**src/rtl/pc_if.sv**
```systemverilog
// Fetch-control bundle between the pipeline front end and the program counter.
// The master drives the redirect/flow controls; the slave returns the fetch address and RAS status.
interface pc_if #(
  parameter int unsigned WIDTH = 32
);
  logic             stall;
  logic             halt;
  logic             resume;
  logic             br_taken;
  logic [WIDTH-1:0] br_target;
  logic             jump;
  logic             call;
  logic [WIDTH-1:0] jump_target;
  logic             ret;
  logic [WIDTH-1:0] pc_out;
  logic [WIDTH-1:0] pc_next;
  logic             valid;
  logic             ras_empty;
  logic             ras_full;
  logic             ras_overflow;
  logic             ras_underflow;

  modport master (
    output stall, halt, resume, br_taken, br_target, jump, call, jump_target, ret,
    input  pc_out, pc_next, valid, ras_empty, ras_full, ras_overflow, ras_underflow
  );

  modport slave (
    input  stall, halt, resume, br_taken, br_target, jump, call, jump_target, ret,
    output pc_out, pc_next, valid, ras_empty, ras_full, ras_overflow, ras_underflow
  );
endinterface

```
**src/rtl/pc_unit.sv**
```systemverilog
// Program counter with next-address select, circular return-address stack and run/halt control.
//   state    | meaning
//   S_RESET  | first cycle after reset; pc_out holds RESET_VECTOR, valid=0
//   S_RUN    | fetching; pc_out advances every unstalled edge
//   S_HALTED | frozen until resume; valid=0
module pc_unit #(
  parameter int unsigned      WIDTH        = 32,
  parameter logic [WIDTH-1:0] RESET_VECTOR = '0,
  parameter int unsigned      STEP         = 4,
  parameter int unsigned      RAS_DEPTH    = 4
) (
  input logic clk,
  input logic rst_n,
  pc_if.slave bus
);

  localparam int unsigned      PW      = (RAS_DEPTH > 1) ? $clog2(RAS_DEPTH) : 1;
  localparam int unsigned      CW      = $clog2(RAS_DEPTH + 1);
  localparam logic [WIDTH-1:0] STEP_W  = WIDTH'(STEP);
  localparam logic [CW-1:0]    DEPTH_C = CW'(RAS_DEPTH);

  typedef enum logic [1:0] {
    S_RESET  = 2'd0,
    S_RUN    = 2'd1,
    S_HALTED = 2'd2
  } state_t;

  state_t           state;
  state_t           state_nxt;
  logic [WIDTH-1:0] pc;
  logic [WIDTH-1:0] pc_seq;
  logic [WIDTH-1:0] pc_nxt;
  logic [WIDTH-1:0] ras [RAS_DEPTH];
  logic [PW-1:0]    wr_ptr;
  logic [PW-1:0]    top_ptr;
  logic [CW-1:0]    count;
  logic             overflow;
  logic             underflow;
  logic             advance;
  logic             ras_has_data;
  logic             do_push;
  logic             do_pop;
  logic             ret_empty;

  assign pc_seq       = pc + STEP_W;
  assign top_ptr      = wr_ptr - PW'(1);
  assign ras_has_data = (count != '0);
  assign advance      = (state == S_RUN) && !bus.stall;
  // ret outranks call, so a simultaneous call never pushes
  assign do_pop       = advance && bus.ret && ras_has_data;
  assign ret_empty    = advance && bus.ret && !ras_has_data;
  assign do_push      = advance && !bus.ret && bus.call;

  always_comb begin
    pc_nxt = pc;
    if (advance) begin
      if (bus.ret) begin
        pc_nxt = ras_has_data ? ras[top_ptr] : pc_seq;
      end else if (bus.call || bus.jump) begin
        pc_nxt = bus.jump_target;
      end else if (bus.br_taken) begin
        pc_nxt = bus.br_target;
      end else begin
        pc_nxt = pc_seq;
      end
    end
  end

  always_comb begin
    state_nxt = state;
    case (state)
      S_RESET:  state_nxt = S_RUN;
      S_RUN:    if (!bus.stall && bus.halt) state_nxt = S_HALTED;
      S_HALTED: if (bus.resume) state_nxt = S_RUN;
      default:  state_nxt = S_RESET;
    endcase
  end

  always_ff @(posedge clk) begin
    if (!rst_n) begin
      state <= S_RESET;
    end else begin
      state <= state_nxt;
    end
  end

  always_ff @(posedge clk) begin
    if (!rst_n) begin
      pc <= RESET_VECTOR;
    end else if (advance) begin
      pc <= pc_nxt;
    end
  end

  // Pushing while full lands on the oldest slot, since wr_ptr has wrapped onto it
  always_ff @(posedge clk) begin
    if (!rst_n) begin
      wr_ptr    <= '0;
      count     <= '0;
      overflow  <= 1'b0;
      underflow <= 1'b0;
    end else begin
      underflow <= ret_empty;
      if (do_push) begin
        wr_ptr <= wr_ptr + PW'(1);
        if (count == DEPTH_C) begin
          overflow <= 1'b1;
        end else begin
          count <= count + CW'(1);
        end
      end else if (do_pop) begin
        wr_ptr <= top_ptr;
        count  <= count - CW'(1);
      end
    end
  end

  always_ff @(posedge clk) begin
    if (rst_n && do_push) begin
      ras[wr_ptr] <= pc_seq;
    end
  end

  assign bus.pc_out        = pc;
  assign bus.pc_next       = pc_nxt;
  assign bus.valid         = (state == S_RUN);
  assign bus.ras_empty     = !ras_has_data;
  assign bus.ras_full      = (count == DEPTH_C);
  assign bus.ras_overflow  = overflow;
  assign bus.ras_underflow = underflow;

endmodule

```
**src/flat_wrapper.sv**
```systemverilog
// flat-port wrapper written by rule: the top's interface ports become plain ports
module pc_unit_flat 
#(
  parameter int unsigned      WIDTH        = 32,
  parameter logic [WIDTH-1:0] RESET_VECTOR = '0,
  parameter int unsigned      STEP         = 4,
  parameter int unsigned      RAS_DEPTH    = 4
)
  (clk, rst_n, bus_stall, bus_halt, bus_resume, bus_br_taken, bus_br_target, bus_jump, bus_call, bus_jump_target, bus_ret, bus_pc_out, bus_pc_next, bus_valid, bus_ras_empty, bus_ras_full, bus_ras_overflow, bus_ras_underflow);
  pc_if #(.WIDTH(WIDTH)) bus_i ();
  input logic clk;
  input logic rst_n;
  input wire logic [$bits(bus_i.stall)-1:0] bus_stall;
  input wire logic [$bits(bus_i.halt)-1:0] bus_halt;
  input wire logic [$bits(bus_i.resume)-1:0] bus_resume;
  input wire logic [$bits(bus_i.br_taken)-1:0] bus_br_taken;
  input wire logic [$bits(bus_i.br_target)-1:0] bus_br_target;
  input wire logic [$bits(bus_i.jump)-1:0] bus_jump;
  input wire logic [$bits(bus_i.call)-1:0] bus_call;
  input wire logic [$bits(bus_i.jump_target)-1:0] bus_jump_target;
  input wire logic [$bits(bus_i.ret)-1:0] bus_ret;
  output wire logic [$bits(bus_i.pc_out)-1:0] bus_pc_out;
  output wire logic [$bits(bus_i.pc_next)-1:0] bus_pc_next;
  output wire logic [$bits(bus_i.valid)-1:0] bus_valid;
  output wire logic [$bits(bus_i.ras_empty)-1:0] bus_ras_empty;
  output wire logic [$bits(bus_i.ras_full)-1:0] bus_ras_full;
  output wire logic [$bits(bus_i.ras_overflow)-1:0] bus_ras_overflow;
  output wire logic [$bits(bus_i.ras_underflow)-1:0] bus_ras_underflow;
  assign bus_i.stall = bus_stall;
  assign bus_i.halt = bus_halt;
  assign bus_i.resume = bus_resume;
  assign bus_i.br_taken = bus_br_taken;
  assign bus_i.br_target = bus_br_target;
  assign bus_i.jump = bus_jump;
  assign bus_i.call = bus_call;
  assign bus_i.jump_target = bus_jump_target;
  assign bus_i.ret = bus_ret;
  assign bus_pc_out = bus_i.pc_out;
  assign bus_pc_next = bus_i.pc_next;
  assign bus_valid = bus_i.valid;
  assign bus_ras_empty = bus_i.ras_empty;
  assign bus_ras_full = bus_i.ras_full;
  assign bus_ras_overflow = bus_i.ras_overflow;
  assign bus_ras_underflow = bus_i.ras_underflow;
  pc_unit #(.WIDTH(WIDTH), .RESET_VECTOR(RESET_VECTOR), .STEP(STEP), .RAS_DEPTH(RAS_DEPTH)) u_core (.clk(clk), .rst_n(rst_n), .bus(bus_i));
endmodule
```
**config.mk**
```make
export PLATFORM = sky130hd
export DESIGN_NAME = pc_unit_flat
export DESIGN_NICKNAME = d
export VERILOG_FILES = /design/src/rtl/pc_if.sv /design/src/rtl/pc_unit.sv /design/src/flat_wrapper.sv
export SDC_FILE = /design/constraint.sdc
export NUM_CORES = 1
export LEC_CHECK = 0
export CAP_MARGIN = 20
export CORE_ASPECT_RATIO = 1.2
export CORE_MARGIN = 4
export CORE_UTILIZATION = 50
export DETAILED_ROUTE_END_ITERATION = 6
export PLACE_DENSITY = 0.81
export SKIP_CTS_REPAIR_TIMING = 1
export SLEW_MARGIN = 15
export SYNTH_ARGS = -nofsm -noshare
export SYNTH_HDL_FRONTEND = slang
export SYNTH_SLANG_ARGS = --single-unit
```
**constraint.sdc**
```tcl
create_clock -name clk -period 4.9 [get_ports clk]
set_clock_uncertainty 0.2 [all_clocks]
set_input_delay 0.49 -clock clk [delete_from_list [all_inputs] [get_ports clk]]
set_output_delay 0.49 -clock clk [all_outputs]
set_load 0.005 [all_outputs]
```
# Word-level counts from Yosys, hierarchy flattened
# Memory sizes are Yosys's and may differ from the RTL's.
# Index checks and enable logic that the tools add are counted.
totals:
  out_inout_bits: 69
  input_bits: 73
  ff_bits: 41
  ram_bits: 128
  elab_cells: 51
  memories: 1
mem_list:
  columns: ["name", "depth", "width", "read_ports", "rd_clocked_by_memory_dff", "wr", "line_no", "text"]
  rows:
  - ["u_core.ras", 4, 32, 1, 0, 1, "pc_unit.sv:33", "logic [WIDTH-1:0] ras [RAS_DEPTH];"]
op_classes:
  n_reduce_logical: 18
  n_addsub: 5
  n_eq_ne: 6
  mux: 15
ops:
  columns: ["op", "n"]
  rows:
  - ["$mux W32", 5]
  - ["$add A32 B3 Y32 const B", 1]
  - ["$mux W3", 3]
  - ["$logic_and A1 B1 Y1", 8]
  - ["$mux W2", 4]
  - ["$pmux W2 S3", 1]
  - ["$reduce_and A2 Y1", 3]
  - ["$ne A2 B2 Y1 const B", 2]
  - ["$add A3 B1 Y3 const B", 1]
  - ["$eq A3 B3 Y1 const B", 1]
  - ["$logic_not A1 Y1", 3]
  - ["$reduce_bool A3 Y1", 1]
  - ["$sub A3 B1 Y3 const B", 1]
  - ["$add A2 B1 Y2 const B", 1]
  - ["$eq A2 B1 Y1 const B", 1]
  - ["$eq A2 B2 Y1 const B", 1]
  - ["$logic_not A2 Y1", 1]
  - ["$mux W1", 2]
  - ["$ne A2 B1 Y1 const B", 1]
  - ["$reduce_bool A2 Y1", 1]
  - ["$sub A2 B1 Y2 const B", 1]
  - ["$logic_or A1 B1 Y1", 1]

# Logic depth before layout (Yosys ltp)
# Gate-level depths: netlist of the first run.
logic_depth:
  depth_word: 7
  mapped_depth: 12

# Worst setup path after synthesis of the first run
# No wires, ideal clock.
synth_path:
  path_kind: "reg2out"
  from: "register u_core.wr_ptr[0]"
  to: "output bus_pc_next[30]"
  path_buffers: 5
  path_stages_with_launch: 11
  arrival_time_ps: 2952
  path_slack_ps: 1258
  required_time_ps: 4210
  path_cell_list: "dfxtp_1 -> buf_2 -> buf_4 -> buf_2 -> inv_1 -> ha_1 -> clkbuf_1 -> clkbuf_1 -> mux4_2 -> a211o_1 -> o211a_1"
synth_via:
  elab_chain_cells: 5
synth_lines:
  columns: ["element", "line_no", "text"]
  rows:
  - ["start: declaration", "pc_unit.sv:34", "logic [PW-1:0] wr_ptr;"]
  - ["start signal: assignment", "pc_unit.sv:105", "wr_ptr <= wr_ptr + PW'(1);"]
  - ["start signal: assignment", "pc_unit.sv:112", "wr_ptr <= top_ptr;"]
  - ["$sub A2 B1 Y2", "pc_unit.sv:46", "assign top_ptr = wr_ptr - PW'(1);"]
  - ["$mem_v2 Z4 W32", null, null]
  - ["$mux W32", "pc_unit.sv:58", "pc_nxt = ras_has_data ? ras[top_ptr] : pc_seq;"]
  - ["$mux W32", "pc_unit.sv:57", "if (bus.ret) begin"]
  - ["$mux W32", "pc_unit.sv:56", "if (advance) begin"]
  - ["end: declaration", "flat_wrapper.sv:23", "output wire logic [$bits(bus_i.pc_next)-1:0] bus_pc_next;"]
# No other way between the ends.

# Worst setup path in the final report of the first run
layout_path:
  from: "register u_core.pc[3], in the netlist u_core.bus.pc_out[3]"
  to: "output bus_pc_next[26]"
layout_via:
  elab_chain_cells: 5
  word_cells_on_any_way: 6
  classes_between: "1 x add/sub; 5 x mux"
layout_lines:
  columns: ["element", "line_no", "text"]
  rows:
  - ["start: declaration", "pc_unit.sv:30", "logic [WIDTH-1:0] pc;"]
  - ["start signal: assignment", "pc_unit.sv:91", "pc <= pc_nxt;"]
  - ["$add A32 B3 Y32 (*)", "pc_unit.sv:45", "assign pc_seq = pc + STEP_W;"]
  - ["via u_core.pc_seq[26]", "pc_unit.sv:31", "logic [WIDTH-1:0] pc_seq;"]
  - ["$mux W32", "pc_unit.sv:61", "end else if (bus.br_taken) begin"]
  - ["$mux W32", "pc_unit.sv:59", "end else if (bus.call || bus.jump) begin"]
  - ["$mux W32 (*)", "pc_unit.sv:57", null]
  - ["$mux W32 (*)", "pc_unit.sv:56", null]
# Mark *: on every way through the listed nets, which the timed path passes. The rest lies on a longest branch.

==> summary.txt, run 1 <==
CTS
  – Clock root buffer: clkbuf_16
  – CTS Sinks: roughly 170
  – CTS tree: yes
  – CTS H-tree depth: 4
  – CTS buffer count: 17
  – Clock-pin slew on the worst setup and hold paths: roughly 60 ps
  – Clock buffer depth: 2
  – Skew-Pair Late Insertion Delay: approximately 430 ps

Power
  – Cell Pwr Density: 312 nW/um^2
  – Sequential Power Share: a little under half
  – Power Internal: between 2 and 3 mW
  – Comb power frac: between 10% and 20%
  – Clock power share: around 37%
  – Sw power: around 0.87 mW
  – Worst vdd ir: roughly 0.00021 V
  – P_leak: between 3 and 4 nW
  – Sw frac: between 20% and 30%

Global route
  – Initial antenna violation count: 0
  – First-pass GRT wire length: 41100 um
  – Largest net degree at the start of global routing: 36
  – Vias in the first global route: 7357
  – Gr usage total: roughly 28%
  – GRT overflow: 0

Layout
  – Syn-to-layout area delta: 25.4%
  – Most common cell after layout, fill and taps aside: clkdlybuf4s50_1
  – Commonest cells after routing, fill and taps aside: clkdlybuf4s50_1 (141), edfxtp_1 (128), nand2_1 (74), a21oi_1 (50), dfxtp_1 (40)
  – Final #Nets: 973
  – Layout cells sized above 1: 11.9%
  – Antenna diodes: 0
  – Fill count: around 1300

Routing
  – Drc violations: 1
  – TritonRoute pass-1 iters: 7
  – Final wirelength: ~27000 um
  – Vias: about 7500
  – 1st-iter DRT viols: between 1000 and 1500
  – Via/cell ratio: 6.66
  – Antenna-violating nets left: 0
  – Wire per inst: 24.3 um

Worst setup path
  – Crit path cell chain: ha_1 > nand4_2 > nor4_1 > xor2_1 > o211a_1 > clkdlybuf4s50_1
  – Worst path slowest cell: dfxtp_1
  – CP Buf/Inv Count: 1
  – WP data arrival: approximately 3500 ps
  – WS Path Type: flip-flop to output pin
  – Crit-path max FO: 9
  – Crit-path leading delay family: simple AND/OR/NAND/NOR gates
  – CP Data Required Time: roughly 4200 ps
  – CP Launch Type: flip-flop
  – Critical Path Sink Type: output pin
  – Slowest stage delay, CP: around 510 ps

STA
  – Worst slew pin tran: approximately 860 ps
  – Part of the cycle the worst path needs: between 80% and 90%
  – Hold Fails Final Rpt: 0
  – RSZ-0062 raised after global routing: no
  – Setup ws final: approximately 670 ps
  – Slew Limit Headroom: between 40% and 50%
  – Final setup violation count: 0
  – Fin. max-slew vios: 0
  – Fin Setup TNS: 0 ps
  – Tmin final: around 4200 ps
  – Max frequency: 236 MHz

Placement
  – PortBufs: around 140
  – Detail Placement HPWL: 18600 um
  – GPL Wtd Cong: 0.938
  – Post-Place Worst Slack: ~980 ps

Floorplan
  – Rows: between 50 and 60
  – Die Y: between 150 and 200 um
  – DIE WIDTH: 129 um
  – Core area: 17000 um^2
  – Initial core utilization: 51.4%
  – Die ar.: approximately 20000 um^2
  – Ports: approximately 140

Synth
  – Flops & latches, synth: between 150 and 200
  – Top_reg_cell synth: edfxtp_1
  – Post-synth ARST share: 0%
  – Synth warnings: 0
  – Post-synth EDFFs: between 100 and 150
  – Synth Instances: roughly 760
  – Post-Syn Area: 8720 um^2
  – Register area share after synthesis: between 50% and 60%
  – Syn_nets: about 840
  – Yosys cell types: 79
  – Avg Inst Size Synth: about 11 um^2

Job
  – Max Cap Violations: 0

Status
  – Status: finished, violations left
  – Failing checks: design-rule violations

Hold path
  – Worst Hold Class: flip-flop to flip-flop
worst reg2reg max path: cells and delay by family (launching register included):
| family | cells | cell delay [ps] |
|---|---|---|
| adder cells (fa/ha/maj) | 1 | 850 |
| AO/OA/AOI/OAI | 2 | 480 |
| buffers and inverters | 2 | 440 |
| flip-flops | 1 | 380 |
| multiplexers | 1 | 320 |
| AND/OR/NAND/NOR | 1 | 190 |
Yosys cell counts, drive strengths merged, types with 6 or more instances:
cell type | instances | area share, %
a211oi | 10 | 0.92
a21oi | 50 | 2.9
a31oi | 17 | 1.2
and2 | 12 | 0.86
and3 | 9 | 0.65
buf | 22 | 1.3
clkbuf | 31 | 1.3
dfxtp | 41 | 9.4
edfxtp | 128 | 44
inv | 21 | 0.90
mux2i | 7 | 0.80
mux4 | 32 | 8.3
nand2 | 74 | 3.2
nand2b | 7 | 0.50
nand3 | 37 | 2.1
nand4 | 11 | 1.1
nor2 | 39 | 1.7
nor3 | 11 | 0.69
nor4 | 13 | 1.1
o211a | 6 | 0.69
o21a | 8 | 0.69
o21ai | 40 | 2.3
o21bai | 9 | 0.77
o31ai | 8 | 0.69
or2 | 7 | 0.50
or3 | 6 | 0.43
xnor2 | 14 | 1.4
xor2 | 11 | 1.1
layer usage:
| layer | routed length [um] | share of wire, % | track usage (%) | vias to the layer above |
|---|---|---|---|---|
| met5 | 0 | 0 | 0 | - |
| met2 | 13200 | 49 | 43.7 | 582 |
| met3 | 3180 | 12 | 7.12 | 103 |
| li1 | - | - | - | 3212 |
| met4 | 1190 | 4.4 | 13.9 | 0 |
| met1 | 9660 | 35 | 34.8 | 3587 |
area by class of cell:
type | instances | area [um^2] | area share (%)
Clock inverter | 8 | 71.3 | 0.652
Tap cell | 216 | 270 | 2.47
Sequential cell | 169 | 4670 | 42.7
Timing Repair Buffer | 166 | 1610 | 14.7
Inverter | 22 | 82.6 | 0.755
Multi-Input combinational cell | 518 | 3750 | 34.3
Clock buffer | 24 | 483 | 4.41
per-stage QoR:
stage                     cell area (um^2)  power (mW)  hold slack (ps)  std cells  utilization, %
after floorplan                       8720        1.89              260        762               -
after CTS                            10900        3.40              279       1123            64.4
after global routing                 10900        3.52              333       1123            64.4
after detailed placement             10400        2.15              262       1091            61.2
final                                10900        3.42              279       1123            64.4
after global placement               10400        2.14              255       1091            61.2
cell families (layout without fill, tap and decap cells):
group	count (synthesis)	count (layout)	share of synthesized area [%]
AND/OR/NAND/NOR	249	249	15.2
AO/OA/AOI/OAI	199	199	15.2
adder cells (fa/ha/maj)	6	6	0.947
multiplexers	39	39	9.07
buffers and inverters	75	220	3.63
flip-flops	169	169	53.5
XOR/XNOR	25	25	2.51
power groups by stage:
| stage | registers, mW | logic [mW] | clock network [mW] |
|---|---|---|---|
| after floorplan | 1.61 | 0.278 | 0 |
| after global placement | 1.63 | 0.516 | 0 |
| after detailed placement | 1.63 | 0.524 | 0 |
| after CTS | 1.60 | 0.533 | 1.28 |
| after global routing | 1.60 | 0.574 | 1.34 |
| final | 1.60 | 0.542 | 1.28 |
path summary, 6_finish.rpt:
kind,start,to,slack [ps],cells after the start
setup / recovery,u_core.bus.pc_out[3],bus_pc_next[26],670,6
setup reg to reg,u_core.wr_ptr[1],u_core.bus.pc_out[14],1910,7
hold reg to reg,u_core.bus.ras_overflow,u_core.bus.ras_overflow,280,2
hold / removal,u_core.bus.ras_overflow,u_core.bus.ras_overflow,280,2
flip-flops by register name, indices dropped and copies added (netlist names):
signal,flops
u_core.state,2
u_core.count,3
u_core.bus.ras_underflow,1
u_core.bus.pc_out,32
u_core.wr_ptr,2
u_core.bus.ras_overflow,1
u_core.ras,128
Note: power is estimated with default switching activity, not from simulation.
==> run 2, diff against run 1 <==
- GPL_TIMING_DRIVEN: not set -> 0
==> run 2 against run 1 <==
The flow now finishes without violations. Via count is 2.0% higher. Cell area grew 1.3%. Combinational power rose by 4.8%. Clock power is 5% higher. Sequential cell count unchanged. Critical path type unchanged. Largest cell class unchanged.
==> summary.txt, run 2 (same netlist as run 1, synthesis figures left out) <==
Job
  – Max Cap Violations: 0 (unchanged)

STA
  – Hold Fails Final Rpt: 0 (unchanged)
  – RSZ-0062 raised after global routing: no
  – Slew Limit Headroom: 29.7% (-13 points)
  – Worst slew pin tran: 1050 ps (+185 ps)
  – Fin Setup TNS: 0 ps (unchanged)
  – Part of the cycle the worst path needs: 96.2% (+9.7 points)
  – Fin. max-slew vios: 0 (unchanged)
  – Tmin final: 4710 ps (+477 ps)
  – Final setup violation count: 0 (unchanged)
  – Max frequency: 212 MHz (-10%)

CTS
  – Clock buffer depth: 2 (unchanged)
  – Clock-pin slew on the worst setup and hold paths: 70 ps (about the same)
  – CTS tree: yes
  – CTS buffer count: 17 (unchanged)
  – CTS Sinks: 169 (unchanged)
  – Clock root buffer: clkbuf_16
  – CTS H-tree depth: 4 (unchanged)
  – Skew-Pair Late Insertion Delay: 440 ps (about the same)

Worst setup path
  – Crit path cell chain: clkbuf_4 > buf_6 > clkbuf_4 > inv_1 > ha_4 > clkbuf_4 > mux4_2 > and2_1 > o31ai_1 > nand2_1 > clkdlybuf4s50_1
  – Critical Path Sink Type: output pin
  – WS Path Type: flip-flop to output pin
  – Crit-path max FO: 10 (+1)
  – Worst path most repeated cell: clkbuf_4
  – CP Launch Type: flip-flop
  – Worst R2R Setup Slack: 1430 ps (-480 ps)
  – CP Data Required Time: 4210 ps (about the same)
  – RR Endpoint: u_core.bus.pc_out[14]
  – R2r startpoint: u_core.wr_ptr[0]
  – Slowest stage delay, CP: 470 ps (-40 ps)
  – WP data arrival: 4020 ps (+480 ps)
  – Worst path slowest cell: clkdlybuf4s50_1
  – R2r worst-path depth: 10 (+3)

Floorplan
  – Die ar.: 19600 um^2 (unchanged)
  – DIE WIDTH: 129 um (unchanged)
  – Initial core utilization: 51.4% (unchanged)
  – Ports: 142 (unchanged)
  – Core area: 17000 um^2 (unchanged)
  – Rows: 52 (unchanged)
  – Die Y: 153 um (unchanged)

Layout
  – Most common cell after layout, fill and taps aside: clkdlybuf4s50_1
  – Final #Nets: 1002 (+3.0%)
  – Number of flip-flops under the largest register name: 128 (unchanged)
  – Antenna diodes: 0 (unchanged)
  – Post-route cell area: 11100 um^2 (+1.3%)
  – Syn-to-layout area delta: 27.1%
  – Fill count: 1272 (+1.6%)
  – Register Area: 4660 um^2 (about the same)
  – Layout cells sized above 1: 12.4% (+0.49 points)
  – Commonest cells after routing, fill and taps aside: clkdlybuf4s50_1 (138), edfxtp_1 (128), nand2_1 (74), a21oi_1 (50), dfxtp_1 (41)
  – Biggest register: u_core.ras
  – Area of the multi-input gates: 3760 um^2 (about the same)

Global route
  – GRT overflow: 0 (unchanged)
  – GR peak layer: met2
  – Initial antenna violation count: 0 (unchanged)
  – Gr usage total: 30.5% (+3.0 points)
  – Met2 usage: 48.1% (+4.5 points)
  – Met3 Track Usage GR: 7.64% (+0.53 points)
  – First-pass GRT wire length: 44400 um (+8.2%)
  – Vias in the first global route: 7525 (+2.3%)
  – Largest net degree at the start of global routing: 28 (-22%)
  – GR Layer Usage met1: 39.0% (+4.2 points)

Placement
  – Detail Placement HPWL: 21300 um (+15%)
  – GPL Wtd Cong: 0.997 (+6.3%)
  – Placed Area: 10500 um^2 (+0.83%)
  – PortBufs: 138 (-2.1%)

Routing
  – TritonRoute pass-1 iters: 6 (-1)
  – Antenna-violating nets left: 0 (unchanged)
  – Wire per inst: 25.8 um (+6.4%)
  – Drc violations: 0 (-1)
  – Vias: 7635 (+2.0%)
  – Final wirelength: 29800 um (+9.1%)
  – Via/cell ratio: 6.63 (-0.55%)
  – 1st-iter DRT viols: 1010 (-13%)

Status
  – Status: finished, final reports clean

Power
  – Worst vdd ir: 0.000225 V (+6.4%)
  – P_leak: 3.91 nW (+0.97%)
  – Total power: 3.50 mW (+2.3%)
  – Cell Pwr Density: 315 nW/um^2 (+0.97%)

Hold path
  – Hold_sp: u_core.bus.ras_overflow
  – Worst Hold Class: flip-flop to flip-flop
  – Hold path endpoint: u_core.bus.ras_overflow
  – Worst hold path depth: 2 (unchanged)
==> run 2: changes by cell type in the layout (fill, tap and decap cells not counted), moves of 4 or more <==
cell | previous run | this run
and3_1 | 9 | 5
buf_4 | 24 | 4
clkinv_2 | 5 | 0
clkbuf_4 | 0 | 4
and3_2 | 0 | 4
inv_8 | 0 | 4
clkbuf_1 | 5 | 29
buf_2 | 0 | 12
==> run 2: where the power goes <==
part / switching [mW] / total, mW / internal (mW)
sequential: 0.0332 / 1.59 / 1.56
clock: 0.617 / 1.34 / 0.722
combinational: 0.314 / 0.568 / 0.253
==> run 2: worst max-delay path by stage <==
stage | slack (ps) | start | end
floorplan | 1260 | u_core.wr_ptr[0] | bus_pc_next[30]
global placement | -180 | u_core.wr_ptr[0] | bus_pc_next[14]
detailed placement | -220 | u_core.wr_ptr[0] | bus_pc_next[19]
CTS | -780 | u_core.wr_ptr[0] | bus_pc_next[14]
global route | 80 | u_core.wr_ptr[0] | bus_pc_next[27]
finish | 190 | u_core.wr_ptr[0] | bus_pc_next[14]
==> run 2: per-layer routing <==
metal  up-vias  share of wire, %  wire length, um
met5         -                 0                0
met1      3631                36            10800
met4         0               5.3             1590
met2       595                47            13900
met3       132                12             3450
li1       3277                 -                -
==> run 2: final cells by class <==
type	instances	share of cell area (%)
Sequential cell	169	42.1
Inverter	22	0.745
Timing Repair Buffer	143	13.3
Clock buffer	18	3.87
Multi-Input combinational cell	518	33.9
Buffer	52	2.24
Clock inverter	14	1.41
Tap cell	216	2.44
==> run 2: metrics by stage <==
stage	instances	utilization (%)	setup WS [ps]	hold WS [ps]
final	1152	65.3	188	286
after floorplan	762	-	1260	260
after detailed placement	1121	61.7	-221	269
after global routing	1152	65.3	83.3	338
after global placement	1116	61.1	-178	250
after CTS	1153	65.1	-781	287
==> run 2: worst max-delay path, delay by kind of cell (launching register included) <==
kind | cells | cell delay (ps)
and+or+nand+nor | 2 | 330
muxes | 1 | 310
adders and majority gates | 1 | 390
AOI/OAI and AO/OA | 1 | 440
buffers and inverters | 6 | 1700
DFF | 1 | 380
==> run 3, diff against run 2 <==
--- a/constraint.sdc
+++ b/constraint.sdc
@@ -4,2 +4,2 @@
 set_output_delay 0.49 -clock clk [all_outputs]
-set_load 0.005 [all_outputs]
+set_load 0.01 [all_outputs]
==> results of run 3 <==
The final DEF is identical to that of run 2. Status: finished, final reports clean.
Main changes from that run: setup slack after placement -221 ps -> -253 ps; setup slack after layout 188 ps -> 155 ps; total power 3.50 mW -> 3.51 mW
==> RTL edit, RTL diff (flow settings as in run 3) <==
The 3 states of `state_t` get a one-hot encoding in 3 bits.
--- a/src/rtl/pc_unit.sv
+++ b/src/rtl/pc_unit.sv
@@ -20,8 +20,8 @@
   localparam logic [CW-1:0]    DEPTH_C = CW'(RAS_DEPTH);
 
-  typedef enum logic [1:0] {
-    S_RESET  = 2'd0,
-    S_RUN    = 2'd1,
-    S_HALTED = 2'd2
+  typedef enum logic [2:0] {
+    S_RESET  = 3'b001,
+    S_RUN    = 3'b010,
+    S_HALTED = 3'b100
   } state_t;
 
Function: no difference found for any inputs over 4 cycles, from zero or initial values and one cycle with rst_n low; so few cycles prove little.
==> RTL edit against run 3 <==
- die area increased by 1.3%
- sequential cell count up 1
- area after synthesis grew 1.4%
- power down 3.1%
- wire length up 7.8%
- design area rose by 1.4%
- worst setup slack worse by 2.8 ps
- largest cell class unchanged
==> RTL edit: results (changes against run 3) <==
register area=0.00468 mm2 (+0.43%); fin crit period=4750 ps (+2.83 ps); comb_multi_in=543 (+4.8%); NonClk Buf Share=0.160 (+0.00472); worst hold slack=280 ps (-6.90 ps); drt via density=6.92 (+4.5%); XOR/XNOR share of the synthesized area=0.0218 (-0.00331); nets=1038 (+3.6%); non-clock inverter count=16 (-27%); element type at the critical path start=primary input; Synth cell types=71 (-10%); FILL cells=1331 (+4.6%); adder-cell share of the synthesized area=0.00934 (-0.000129); Clock Buffer Count=17 (-1); Place WS=-843 ps (-590 ps); Leak=3.68 nW (-5.8%); first-pass GRT wire length=46800 um (+5.4%); DR iter-0 viols=1435 (+42%); status=finished clean; post-route insts no fill=1191 (+3.4%); Commonest cells post-synth=edfxtp_1, nand2_1, o21ai_0, clkbuf_1; GRT Util Overall=0.319 (+0.0144); share of cells above drive strength 1=0.106 (-0.0179); worst setup path startpoint=bus_stall; fraction of area in multi-input gates=0.340 (+0.00114); RR Endpoint=u_core.bus.pc_out[12]; gpl congestion=0.994 (-0.32%); Worst Setup EP=bus_pc_next[29]; Mapped Avg Cell Area=11.1 um2 (-3.0%)
==> RTL edit: cell types whose count changed after synthesis, moves of 6 or more <==
cell	change
o21ai_0	+30
nor2_1	+6
and3_1	+7
a21oi_1	-6
clkbuf_1	+20
nand3_1	-12
==> RTL edit: worst max-delay path, cell delays in order <==
cell	delay, ps
clkdlybuf4s50_1	450
nor4b_2	590
clkbuf_1	640
buf_1	720
o311ai_0	430
nand2_1	190
clkdlybuf4s50_1	550
==> RTL edit: per-stage QoR <==
step           cell area (um2)  TNS [ps]
2_1_floorplan             8840         0
3_5_place_dp             10600    -11830
6_report                 11200         0
5_1_grt                  11200         0
3_3_place_gp             10500    -12430
4_1_cts                  11200    -26590
==> RTL edit: how the worst min path moves through the flow <==
| stage | end | from |
|---|---|---|
| 5_1_grt | u_core.bus.ras_overflow | u_core.bus.ras_overflow |
| 4_1_cts | u_core.bus.ras_overflow | u_core.bus.ras_overflow |
| 3_5_place_dp | u_core.bus.ras_overflow | u_core.bus.ras_overflow |
| 2_1_floorplan | u_core.bus.ras_overflow | u_core.bus.ras_overflow |
| 3_3_place_gp | u_core.bus.ras_overflow | u_core.bus.ras_overflow |
| 6_report | u_core.bus.ras_overflow | u_core.bus.ras_overflow |
==> RTL edit: power by group <==
group          internal [W]  leakage (nW)  total, W  switching (W)
registers           0.00155          1.40   0.00156      0.0000122
clock network      0.000802         0.283   0.00140       0.000600
logic              0.000185          2.00  0.000442       0.000257
total               0.00254          3.68   0.00340       0.000869
==> RTL edit: layer usage <==
layer,global-route usage,up-vias,wire length (um),share of wire
li1,-,3404,-,-
met1,0.422,3893,11300,0.35
met2,0.485,762,14300,0.45
met3,0.0865,188,4410,0.14
met4,0.158,0,2080,0.065
met5,0,-,0,0
